--- config.mk ---
export PLATFORM = sky130hd
export DESIGN_NAME = rv_iopmp_err_capture
export DESIGN_NICKNAME = d
export VERILOG_FILES = /design/src/rtl/rv_iopmp_pkg.sv /design/src/rtl/rv_iopmp_sat_counter.sv /design/src/rtl/rv_iopmp_err_capture.sv
export SDC_FILE = /design/constraint.sdc
export NUM_CORES = 1
export LEC_CHECK = 0
export CORE_MARGIN = 5
export CORE_UTILIZATION = 46
export CTS_BUF_LIST = sky130_fd_sc_hd__clkbuf_2 sky130_fd_sc_hd__clkbuf_4 sky130_fd_sc_hd__clkbuf_8
export DETAILED_ROUTE_END_ITERATION = 10
export HOLD_SLACK_MARGIN = 0.12
export PLACE_DENSITY = 0.95
export SYNTH_ARGS = -nofsm -noshare
export SYNTH_HDL_FRONTEND = slang
export SYNTH_SLANG_ARGS = --single-unit
--- constraint.sdc ---
create_clock -name clk_i -period 4.91 [get_ports clk_i]
set_input_delay 0.982 -clock clk_i [delete_from_list [all_inputs] [get_ports clk_i]]
set_output_delay 0.982 -clock clk_i [all_outputs]
set_load 0.1 [all_outputs]
--- src/rtl/rv_iopmp_pkg.sv ---
// Shared IOPMP types: access kinds, error-type codes and the software-visible
// error record layouts.
package rv_iopmp_pkg;

    localparam int SID_W = 8;

    localparam logic [2:0] ERR_READ   = 3'd1;
    localparam logic [2:0] ERR_WRITE  = 3'd2;
    localparam logic [2:0] ERR_EXEC   = 3'd3;
    localparam logic [2:0] ERR_NOHIT  = 3'd5;
    localparam logic [2:0] ERR_UNKSID = 3'd6;
    localparam logic [2:0] ERR_OTHER  = 3'd7;

    typedef enum logic [1:0] {
        ACC_NONE  = 2'd0,
        ACC_READ  = 2'd1,
        ACC_WRITE = 2'd2,
        ACC_EXEC  = 2'd3
    } access_t;

    typedef struct packed {
        logic       v;
        logic [1:0] ttype;
        logic [2:0] etype;
    } err_reqinfo_t;

    typedef struct packed {
        logic [15:0]      eid;
        logic [SID_W-1:0] sid;
    } err_reqid_t;

    typedef enum logic {
        ST_IDLE = 1'b0,
        ST_HELD = 1'b1
    } cap_state_e;

endpackage

--- src/rtl/rv_iopmp_sat_counter.sv ---
// Saturating up-counter; clear wins over increment in the same cycle.
module rv_iopmp_sat_counter #(
    parameter int unsigned WIDTH = 16
) (
    input  logic             clk_i,
    input  logic             rst_ni,
    input  logic             inc_i,
    input  logic             clr_i,
    output logic [WIDTH-1:0] cnt_o
);

    logic [WIDTH-1:0] cnt_q;

    always_ff @(posedge clk_i or negedge rst_ni) begin
        if (!rst_ni) begin
            cnt_q <= '0;
        end else if (clr_i) begin
            cnt_q <= '0;
        end else if (inc_i && (cnt_q != '1)) begin
            cnt_q <= cnt_q + WIDTH'(1);
        end
    end

    assign cnt_o = cnt_q;

endmodule

--- src/rtl/rv_iopmp_err_capture.sv ---
// Holds the first unacknowledged IOPMP error record, counts errors lost while
// it is pending, and drives a level interrupt gated by the enable bit.
module rv_iopmp_err_capture
    import rv_iopmp_pkg::*;
#(
    parameter int unsigned SID_WIDTH  = SID_W,
    parameter int unsigned ADDR_WIDTH = 64,
    parameter int unsigned CNT_WIDTH  = 16
) (
    input  logic                  clk_i,
    input  logic                  rst_ni,
    input  logic                  txn_valid_i,
    input  logic                  err_transaction_i,
    input  logic [2:0]            err_type_i,
    input  logic [15:0]           err_entry_index_i,
    input  logic [SID_WIDTH-1:0]  sid_i,
    input  logic [ADDR_WIDTH-1:0] addr_i,
    input  access_t               access_type_i,
    input  logic                  ie_i,
    input  logic                  err_clr_i,
    output err_reqinfo_t          reqinfo_o,
    output logic [ADDR_WIDTH-1:0] reqaddr_o,
    output err_reqid_t            reqid_o,
    output logic [CNT_WIDTH-1:0]  lost_cnt_o,
    output logic                  irq_o
);

    cap_state_e            state_q, state_d;
    logic                  capture;
    logic                  load_en;
    logic                  cnt_inc;
    logic                  cnt_clr;
    logic [1:0]            ttype_q;
    logic [2:0]            etype_q;
    logic [ADDR_WIDTH-1:0] addr_q;
    logic [SID_WIDTH-1:0]  sid_q;
    logic [15:0]           eid_q;
    logic                  irq_q;

    assign capture = txn_valid_i & err_transaction_i;

    // A clear and a new error together in HELD acts as clear-then-load.
    always_comb begin
        state_d = state_q;
        load_en = 1'b0;
        cnt_inc = 1'b0;
        cnt_clr = 1'b0;
        case (state_q)
            ST_IDLE: begin
                if (capture) begin
                    load_en = 1'b1;
                    state_d = ST_HELD;
                end
            end
            ST_HELD: begin
                if (err_clr_i) begin
                    cnt_clr = 1'b1;
                    if (capture) begin
                        load_en = 1'b1;
                    end else begin
                        state_d = ST_IDLE;
                    end
                end else if (capture) begin
                    cnt_inc = 1'b1;
                end
            end
            default: state_d = ST_IDLE;
        endcase
    end

    always_ff @(posedge clk_i or negedge rst_ni) begin
        if (!rst_ni) begin
            state_q <= ST_IDLE;
            irq_q   <= 1'b0;
        end else begin
            state_q <= state_d;
            irq_q   <= (state_q == ST_HELD) & ie_i;
        end
    end

    // Record fields go stale after a clear; only v tells software they are live.
    always_ff @(posedge clk_i or negedge rst_ni) begin
        if (!rst_ni) begin
            ttype_q <= '0;
            etype_q <= '0;
            addr_q  <= '0;
            sid_q   <= '0;
            eid_q   <= '0;
        end else if (load_en) begin
            ttype_q <= access_type_i[1:0];
            etype_q <= err_type_i;
            addr_q  <= addr_i;
            sid_q   <= sid_i;
            eid_q   <= err_entry_index_i;
        end
    end

    rv_iopmp_sat_counter #(
        .WIDTH (CNT_WIDTH)
    ) u_lost_cnt (
        .clk_i  (clk_i),
        .rst_ni (rst_ni),
        .inc_i  (cnt_inc),
        .clr_i  (cnt_clr),
        .cnt_o  (lost_cnt_o)
    );

    assign reqinfo_o.v     = (state_q == ST_HELD);
    assign reqinfo_o.ttype = ttype_q;
    assign reqinfo_o.etype = etype_q;
    assign reqaddr_o       = addr_q;
    assign reqid_o.eid     = eid_q;
    assign reqid_o.sid     = sid_q;
    assign irq_o           = irq_q;

endmodule
==> results_dict.tcl, run 1 <==
set metrics [dict create \
    chipHeight_um 109 \
    cts_sinks 111 \
    relSlewSlack_pct 31.1 \
    htree_levels 3 \
    critPathBufInv 1 \
    gr-usage-all-layers_pct 20.4 \
    grt_max_degree 73 \
    via_per_inst 5.14 \
    synth_cell_types 37 \
    p_sw_mw 1.74 \
    critPathCaptureType "output port" \
    postCtsHoldBufs 0 \
    drive_gt1_share_pct 23.4 \
    critPathRequiredTime_ps 3930 \
    p_leak_nw 2.78 \
    insertion_delay_ps 360 \
    synth_area_leader_cell "dfrtp_1" \
    coreArea_um2 9640 \
    slew_violations 0 \
    dieArea_um2 11800 \
    drcViolationCount 0 \
    final_nets 617 \
    fmax_mhz 323 \
    fin_util_pct 71.6 \
    ys_ff_latch 111 \
    critPathLaunch "state_q" \
    vdd_ir_drop_max_mv 0.424 \
    initial_core_util_pct 46.5 \
    final_antenna_net_count 0 \
    syn_nets 407 \
    synth_cells 307 \
    post_cts_buffers 0 \
    synthArstFlopShare_pct 100 \
    status "complete, no violations" \
    synth_ff_type "dfrtp_1" \
    yosysWarningCount 0 \
    antenna_found_initial 0 \
    clk_pin_slew_worst_paths_ps 100 \
    die_x_um 109 \
    fin_skew_ps 7.24 \
    grt_pass1_vias 3665 \
    preCtsSetupSlack_ps 1970 \
    startpoint_type "flip-flop" \
    synth.yosys.seq_area_share_pct 62.0 \
    share_comb_of_total_power_pct 51.2 \
    avgSynthCellArea_um2 14.6 \
    slowest_stage "clkdlybuf4s50_1" \
    synth.most_common_cell "dfrtp_1" \
    rsz0062_at_grt "false" \
    timing.rr.start "u_lost_cnt.cnt_o[0]" \
    hold_class "flip-flop to flip-flop" \
    top_usage_layer "met2" \
    synth.area.top_cells "dfrtp_1 62%, mux2_2 23%, buf_2 1.2%" \
    met3_usage_pct 6.34 \
    hpwl_um 9350 \
    dr.pass1.iters 4 \
    rows 36 \
    cp_slowest_stage_delay_ps 1220 \
    tightest_slew_ps 1030 \
    grt_overflow_total 0 \
    area_delta_synth_final_pct 54.0 \
    p_clk_share_pct 15.6 \
    cts_buffers 9 \
    setup_viol 0 \
    period_needed_ps 3100 \
    min_from "reqaddr_o[24]" \
    io_buffers 209 \
    grt_util_met1_pct 22.9 \
    cap_violations 0 \
    worst-path-max-fanout 8 \
    cp_top_family "buffers and inverters" \
    use_met2_pct 36.6 \
    wire_per_inst_um 18.7 \
    grt_pass1_wl_um 18700 \
    setup_slack_ps 1810 \
    swShare_pct 49.4 \
    powerDensity_nw_per_um2 509 \
    cts_root_buffer "clkbuf_8" \
    ys_top_cells_by_count "111 x dfrtp_1, 93 x mux2_2, 13 x nand2_1, 11 x buf_2, 9 x nand3_1" \
    n_antenna_cell 0 \
    gp_congestion 0.850 \
    path_cells "clkdlybuf4s50_1" \
    synth_top_area_share_pct 62.0 \
    num_vias 3364 \
    io_pins 210 \
    period_share_pct 63.0 \
    syn_area_um2 4480 \
    tns_ps 0 \
    p_int_mw 1.78 \
    seq_power_share_pct 33.2 \
    criticalPathCategory "flip-flop to output port" \
    cts_tree "yes" \
    routed_wl_um 12200 \
    hold_viol_final 0 \
    synth-edff-count 0 \
    cts_resized 0 \
    drt_iter0_markers 177 \
    worstPathArrival_ps 2110 \
    cts_buffer_depth 2 \
]
kinds of logic (layout without fill, tap and decap cells):
family	count (synthesis)	after routing	synth area share, %
AOI/OAI and AO/OA	31	31	4.72
adders and majority gates	1	1	0.279
buffers and inverters	17	232	1.98
DFF	111	111	62.0
muxes	93	93	23.4
and+or+nand+nor	54	54	7.68
worst paths after layout:
| path | end | slack, ps | cells past startpoint |
|---|---|---|---|
| worst max-delay path | reqinfo_o[5] | 1810 | 1 |
| worst min-delay path | reqaddr_o[24] | 510 | 1 |
| worst max register to register | u_lost_cnt.cnt_o[1] | 2650 | 5 |
| worst min register to register | reqaddr_o[24] | 510 | 1 |
| max in group asynchronous | eid_q[11] | 3110 | 2 |
| min in group asynchronous | reqaddr_o[28] | 730 | 1 |
registers in the layout, summed over array words and instances (netlist names):
name / count
eid_q: 16
etype_q: 3
irq_o: 1
reqaddr_o: 64
sid_q: 8
state_q: 1
ttype_q: 2
u_lost_cnt.cnt_o: 16
metal layers:
| metal | part of all wire [%] | vias up | wire length [um] |
|---|---|---|---|
| li1 | - | 1551 | - |
| met1 | 36 | 1636 | 4470 |
| met2 | 52 | 159 | 6420 |
| met3 | 9.2 | 18 | 1130 |
| met4 | 1.8 | 0 | 223 |
| met5 | 0 | - | 0 |
final cells by class:
cell class | count | area (um2)
Sequential cell | 111 | 2780
Fill cell | 658 | 2740
Timing Repair Buffer | 212 | 2110
Multi-Input combinational cell | 179 | 1630
Tap cell | 133 | 166
Clock buffer | 12 | 153
Clock inverter | 4 | 45.0
Inverter | 4 | 15.0
placed cells by master, fill, tap and decap left out, types with 3 or more instances in the layout:
cell type	instances
clkdlybuf4s50_1	208
dfrtp_1	111
mux2_2	93
nand2_1	13
clkbuf_8	10
nand3_1	9
a21oi_1	7
o21ai_0	5
or4_1	5
nand4_1	5
or3_1	5
inv_1	4
o31ai_1	4
buf_4	4
o41ai_1	3
o311ai_0	3
clkinv_2	3
power groups by stage:
stage | registers, mW | clock network (mW) | logic, mW
detailed placement | 1.19 | 0 | 1.81
finish | 1.17 | 0.547 | 1.80
global route | 1.19 | 0.601 | 1.84
floorplan | 2.30 | 0 | 0.193
CTS | 1.17 | 0.567 | 1.81
global placement | 1.17 | 0 | 1.79
through the flow:
step | instance area [um2] | hold slack [ps] | instances | power, mW
global route | 6900 | 528 | 655 | 3.63
CTS | 6900 | 517 | 655 | 3.54
detailed placement | 6700 | 495 | 639 | 2.99
global placement | 6700 | 488 | 639 | 2.96
floorplan | 4480 | 590 | 307 | 2.49
finish | 6900 | 513 | 655 | 3.51
Note: power is estimated with default switching activity, not from simulation.
==> run 2, diff against run 1 <==
CORE_UTILIZATION = 38   (was 46)
PLACE_DENSITY = 0.89   (was 0.95)
clock period = 2.7 ns   (was 4.91 ns; I/O delays follow)
==> results_dict.tcl, run 2 (synthesis results as in run 1) <==
set metrics [dict create \
    cap_violations 0 \
    status "complete, no violations" \
    chipHeight_um 119 \
    critPathBufInv 3 \
    antenna_found_initial 0 \
    gr-usage-all-layers_pct 16.8 \
    layout_commonest_cell "buf_4" \
    min_from "sid_q[0]" \
    hold_viol_final 0 \
    insertion_delay_ps 360 \
    gp_congestion 0.857 \
    min_to "sid_q[0]" \
    placedCellCount 652 \
    period_share_pct 73.6 \
    final_cell_mix "115 x buf_4, 111 x dfrtp_1, 97 x clkdlybuf4s50_1" \
    cts_tree "yes" \
    share_comb_of_total_power_pct 48.6 \
    p_int_mw 3.36 \
    grt_max_degree 58 \
    area_delta_synth_final_pct 51.0 \
    seq_power_share_pct 32.5 \
    grt_pass1_wl_um 19100 \
    slowest_stage "clkdlybuf4s50_1" \
    routed_wl_um 11900 \
    fin_skew_ps 6.41 \
    powerDensity_nw_per_um2 966 \
    final_area_um2 6770 \
    cts_buffer_depth 2 \
    timing.rr.end "u_lost_cnt.cnt_o[10]" \
    drt_iter0_markers 163 \
    swShare_pct 48.6 \
    die_x_um 119 \
    htree_levels 3 \
    cts_root_buffer "clkbuf_8" \
    path_cells "clkdlybuf4s50_1, inv_1, a21oi_4, buf_12, mux2_2" \
    postPlaceCellArea_um2 6490 \
    cts_resized 0 \
    period_needed_ps 1990 \
    ff2ff_path_depth 5 \
    num_vias 3405 \
    hold_class "flip-flop to flip-flop" \
    timing.rr.start "u_lost_cnt.cnt_o[0]" \
    vdd_ir_drop_max_mv 0.735 \
    rsz0062_at_grt "false" \
    worst-path-max-fanout 56 \
    io_pins 210 \
    p_clk_share_pct 18.9 \
    wire_per_inst_um 17.8 \
    via_per_inst 5.09 \
    grt_overflow_total 0 \
    clk_pin_slew_worst_paths_ps 100 \
    final_nets 621 \
    n_antenna_cell 0 \
    preCtsSetupSlack_ps 343 \
    final_cells 669 \
    hpwl_um 9180 \
    cts_buffers 9 \
    startpoint_type "input port" \
    cts_sinks 111 \
    setup_slack_ps 713 \
    cp_slowest_stage_delay_ps 570 \
    dieArea_um2 14100 \
    drcViolationCount 0 \
    r2r_setup_slack_ps 750 \
    dr.pass1.iters 4 \
    rows 39 \
    worstPathArrival_ps 2240 \
    p_sw_mw 3.17 \
    setup_viol 0 \
    io_buffers 209 \
    grt_pass1_vias 3594 \
    fin_util_pct 59.0 \
    p_leak_nw 2.96 \
    min_path_cells 1 \
    fmax_mhz 503 \
    critPathCaptureType "flip-flop" \
    drive_gt1_share_pct 44.7 \
    cp_top_family "buffers and inverters" \
    hold_ws_ps 516 \
    power_mw 6.54 \
    final_antenna_net_count 0 \
    slew_violations 0 \
    tightest_slew_ps 697 \
    initial_core_util_pct 39.1 \
    tns_ps 0 \
    relSlewSlack_pct 53.6 \
    largest_reg_flops 64 \
    critPathRequiredTime_ps 2960 \
    criticalPathCategory "input port to flip-flop" \
    coreArea_um2 11500 \
]
-- run 2: final cells by class --
| cell class | count | area [um2] |
|---|---|---|
| fill | 891 | 4700 |
| inverter | 4 | 15.0 |
| multi-input combinational | 179 | 1630 |
| timing repair buffer | 216 | 1900 |
| clock inverter | 4 | 98.8 |
| sequential | 111 | 2780 |
| tap | 143 | 179 |
| clock buffer | 12 | 165 |
-- run 2: repair_timing --
action / CTS / global route
setup buffers: 0 / 0
hold buffers: 1 / 0
endpoints found under the hold margin: 7 / 0
-- run 2: how the worst max path moves through the flow --
stage | startpoint | to | slack [ps] | cells past startpoint
global route | txn_valid_i | u_lost_cnt.cnt_o[7] | 620 | 5
finish | err_clr_i | reqaddr_o[41] | 710 | 5
CTS | err_clr_i | reqaddr_o[13] | 760 | 5
detailed placement | err_clr_i | reqaddr_o[41] | 340 | 5
global placement | err_clr_i | reqaddr_o[43] | 430 | 5
floorplan | u_lost_cnt.cnt_o[0] | u_lost_cnt.cnt_o[14] | 290 | 5
-- run 2: per-layer routing --
layer,part of all wire (%),GRT usage [%],up-vias
met4,1.9,6.31,0
met2,51,28.6,147
met3,8.4,5.59,18
met1,38,19.5,1679
li1,-,-,1561
met5,0,0,-
-- run 2: power by group through the flow --
| stage | sequential, mW | clock [mW] | combinational (mW) |
|---|---|---|---|
| 6_report | 2.12 | 1.24 | 3.17 |
| 5_1_grt | 2.16 | 1.35 | 3.26 |
| 4_1_cts | 2.13 | 1.28 | 3.20 |
| 3_5_place_dp | 2.16 | 0 | 3.20 |
| 3_3_place_gp | 2.14 | 0 | 3.16 |
| 2_1_floorplan | 4.18 | 0 | 0.351 |
==> run 3, diff against run 2 <==
CORE_UTILIZATION = 42   (was 38)
PLACE_DENSITY = 0.93   (was 0.89)
clock period = 1.9 ns   (was 2.7 ns; I/O delays follow)
==> results_dict.tcl, run 3 (synthesis results as in run 1) <==
set metrics [dict create \
    initial_core_util_pct 43.2 \
    dr.pass1.iters 4 \
    relSlewSlack_pct 68.1 \
    grt_pass1_vias 3805 \
    cap_violations 0 \
    via_per_inst 5.15 \
    period_share_pct 100 \
    slowest_stage "dfrtp_4" \
    layout_commonest_cell "buf_4" \
    cts_root_buffer "clkbuf_8" \
    io_pins 210 \
    drive_gt1_share_pct 49.7 \
    drcViolationCount 0 \
    violations "negative setup slack" \
    io_buffers 209 \
    placedCellCount 660 \
    cts_tree "yes" \
    swShare_pct 50.6 \
    highest_layer "met4" \
    clk_pin_slew_worst_paths_ps 110 \
    share_comb_of_total_power_pct 51.9 \
    worst-path-max-fanout 6 \
    nFillCells 714 \
    criticalPathCategory "flip-flop to flip-flop" \
    gr-usage-all-layers_pct 18.6 \
    coreArea_um2 10400 \
    final_nets 636 \
    drt_iter0_markers 156 \
    area_delta_synth_final_pct 58.9 \
    cts_buffer_depth 2 \
    cts_buffers 9 \
    critPathCaptureType "flip-flop" \
    hpwl_um 9370 \
    final_cells 677 \
    final_cell_mix "107 x buf_4, 97 x clkdlybuf4s50_1, 95 x dfrtp_1" \
    hold_ws_ps 516 \
    setup_viol 1 \
    cts_sinks 111 \
    hold_class "input port to asynchronous set/reset pin" \
    seq_power_share_pct 33.6 \
    routed_wl_um 12000 \
    gp_congestion 0.912 \
    n_antenna_cell 0 \
    largest_reg_flops 64 \
    status "finished with violations" \
    dr_wl_met3_um 1040 \
    startpoint_type "flip-flop" \
    p_leak_nw 3.04 \
    fmax_mhz 525 \
    p_int_mw 4.49 \
    grt_overflow_total 0 \
    hold_viol_final 0 \
    powerDensity_nw_per_um2 1280 \
    slew_violations 0 \
    num_vias 3484 \
    chipHeight_um 113 \
    p_sw_mw 4.60 \
    worstPathArrival_ps 2130 \
    cp_top_family "compound AO/OA/AOI/OAI gates" \
    critPathBufInv 1 \
    critPathRequiredTime_ps 2120 \
    path_cells "ha_4, and4_4, nand3_4, buf_4, o41ai_1, a21oi_2" \
    met2_length_um 6370 \
    rows 37 \
    tightest_slew_ps 479 \
    setup_slack_ps -6.56 \
    vdd_ir_drop_max_mv 0.798 \
    period_needed_ps 1910 \
    die_x_um 113 \
    htree_levels 3 \
    p_clk_share_pct 14.5 \
    grt_pass1_wl_um 19300 \
    final_antenna_net_count 0 \
    post_cts_buffers 0 \
    antenna_found_initial 0 \
    dieArea_um2 12800 \
    grt_max_degree 54 \
    insertion_delay_ps 360 \
    cp_slowest_stage_delay_ps 480 \
    met1_length_um 4410 \
    wire_per_inst_um 17.8 \
    fin_skew_ps 12.4 \
]
## run 3: changes by cell type in the layout (fill, tap and decap cells not counted), moves of 2 or more
| cell | previous run | this run |
|---|---|---|
| buf_12 | 3 | 26 |
| buf_4 | 115 | 107 |
| bufinv_16 | 3 | 0 |
| clkbuf_8 | 12 | 9 |
| dfrtp_1 | 111 | 95 |
| dfrtp_2 | 0 | 14 |
| dfrtp_4 | 0 | 2 |
## run 3: worst paths after layout
kind                                          start              endpoint  slack [ps]  cells past startpoint
worst min-delay path                         rst_ni         reqaddr_o[38]         520                      2
worst min register to register             eid_q[4]              eid_q[4]         520                      1
worst max-delay path            u_lost_cnt.cnt_o[1]  u_lost_cnt.cnt_o[14]          -7                      6
min in group clk_i                         eid_q[4]              eid_q[4]         520                      1
worst max register to register  u_lost_cnt.cnt_o[1]  u_lost_cnt.cnt_o[14]          -7                      6
max in group asynchronous                    rst_ni         reqaddr_o[14]         790                      3
## run 3: area by class of cell
cell class | instances | area, um2 | area share, %
Tap cell | 136 | 170 | 2.39
Clock inverter | 6 | 50.0 | 0.703
Multi-Input combinational cell | 179 | 1650 | 23.2
Inverter | 4 | 15.0 | 0.211
Timing Repair Buffer | 231 | 2300 | 32.4
Sequential cell | 111 | 2800 | 39.3
Clock buffer | 10 | 131 | 1.84
## run 3: layer usage
metal  vias up  global-route usage, %
met5         -                      0
met4         0                   5.13
met3        23                   4.97
met2       177                   33.8
met1      1690                   21.4
li1       1594                      -
## run 3: power by group through the flow
stage	Clock (mW)	Combinational (mW)	Sequential (mW)
2_1_floorplan	0	0.507	5.97
6_report	1.32	4.72	3.05
4_1_cts	1.37	4.75	3.06
3_3_place_gp	0	4.68	3.07
3_5_place_dp	0	4.74	3.11
5_1_grt	1.47	4.83	3.11
## run 3: through the flow
stage               utilization (%)  power, mW  TNS (ps)  setup WS [ps]  area (um2)
finish                         68.7       9.09     -6.56          -6.56        7120
global route                   68.7       9.41      -108           -108        7120
floorplan                         -       6.48         0           5.19        4520
CTS                            68.6       9.18         0           78.0        7110
global placement               66.7       7.75     -7220           -148        6920
detailed placement             66.7       7.85    -10740           -254        6920
## run 3: repair_timing
action	4_1_cts	5_1_grt
setup endpoints to repair	0	3
endpoints found under the hold margin	31	0
hold buffers	1	0
resized for setup	0	2
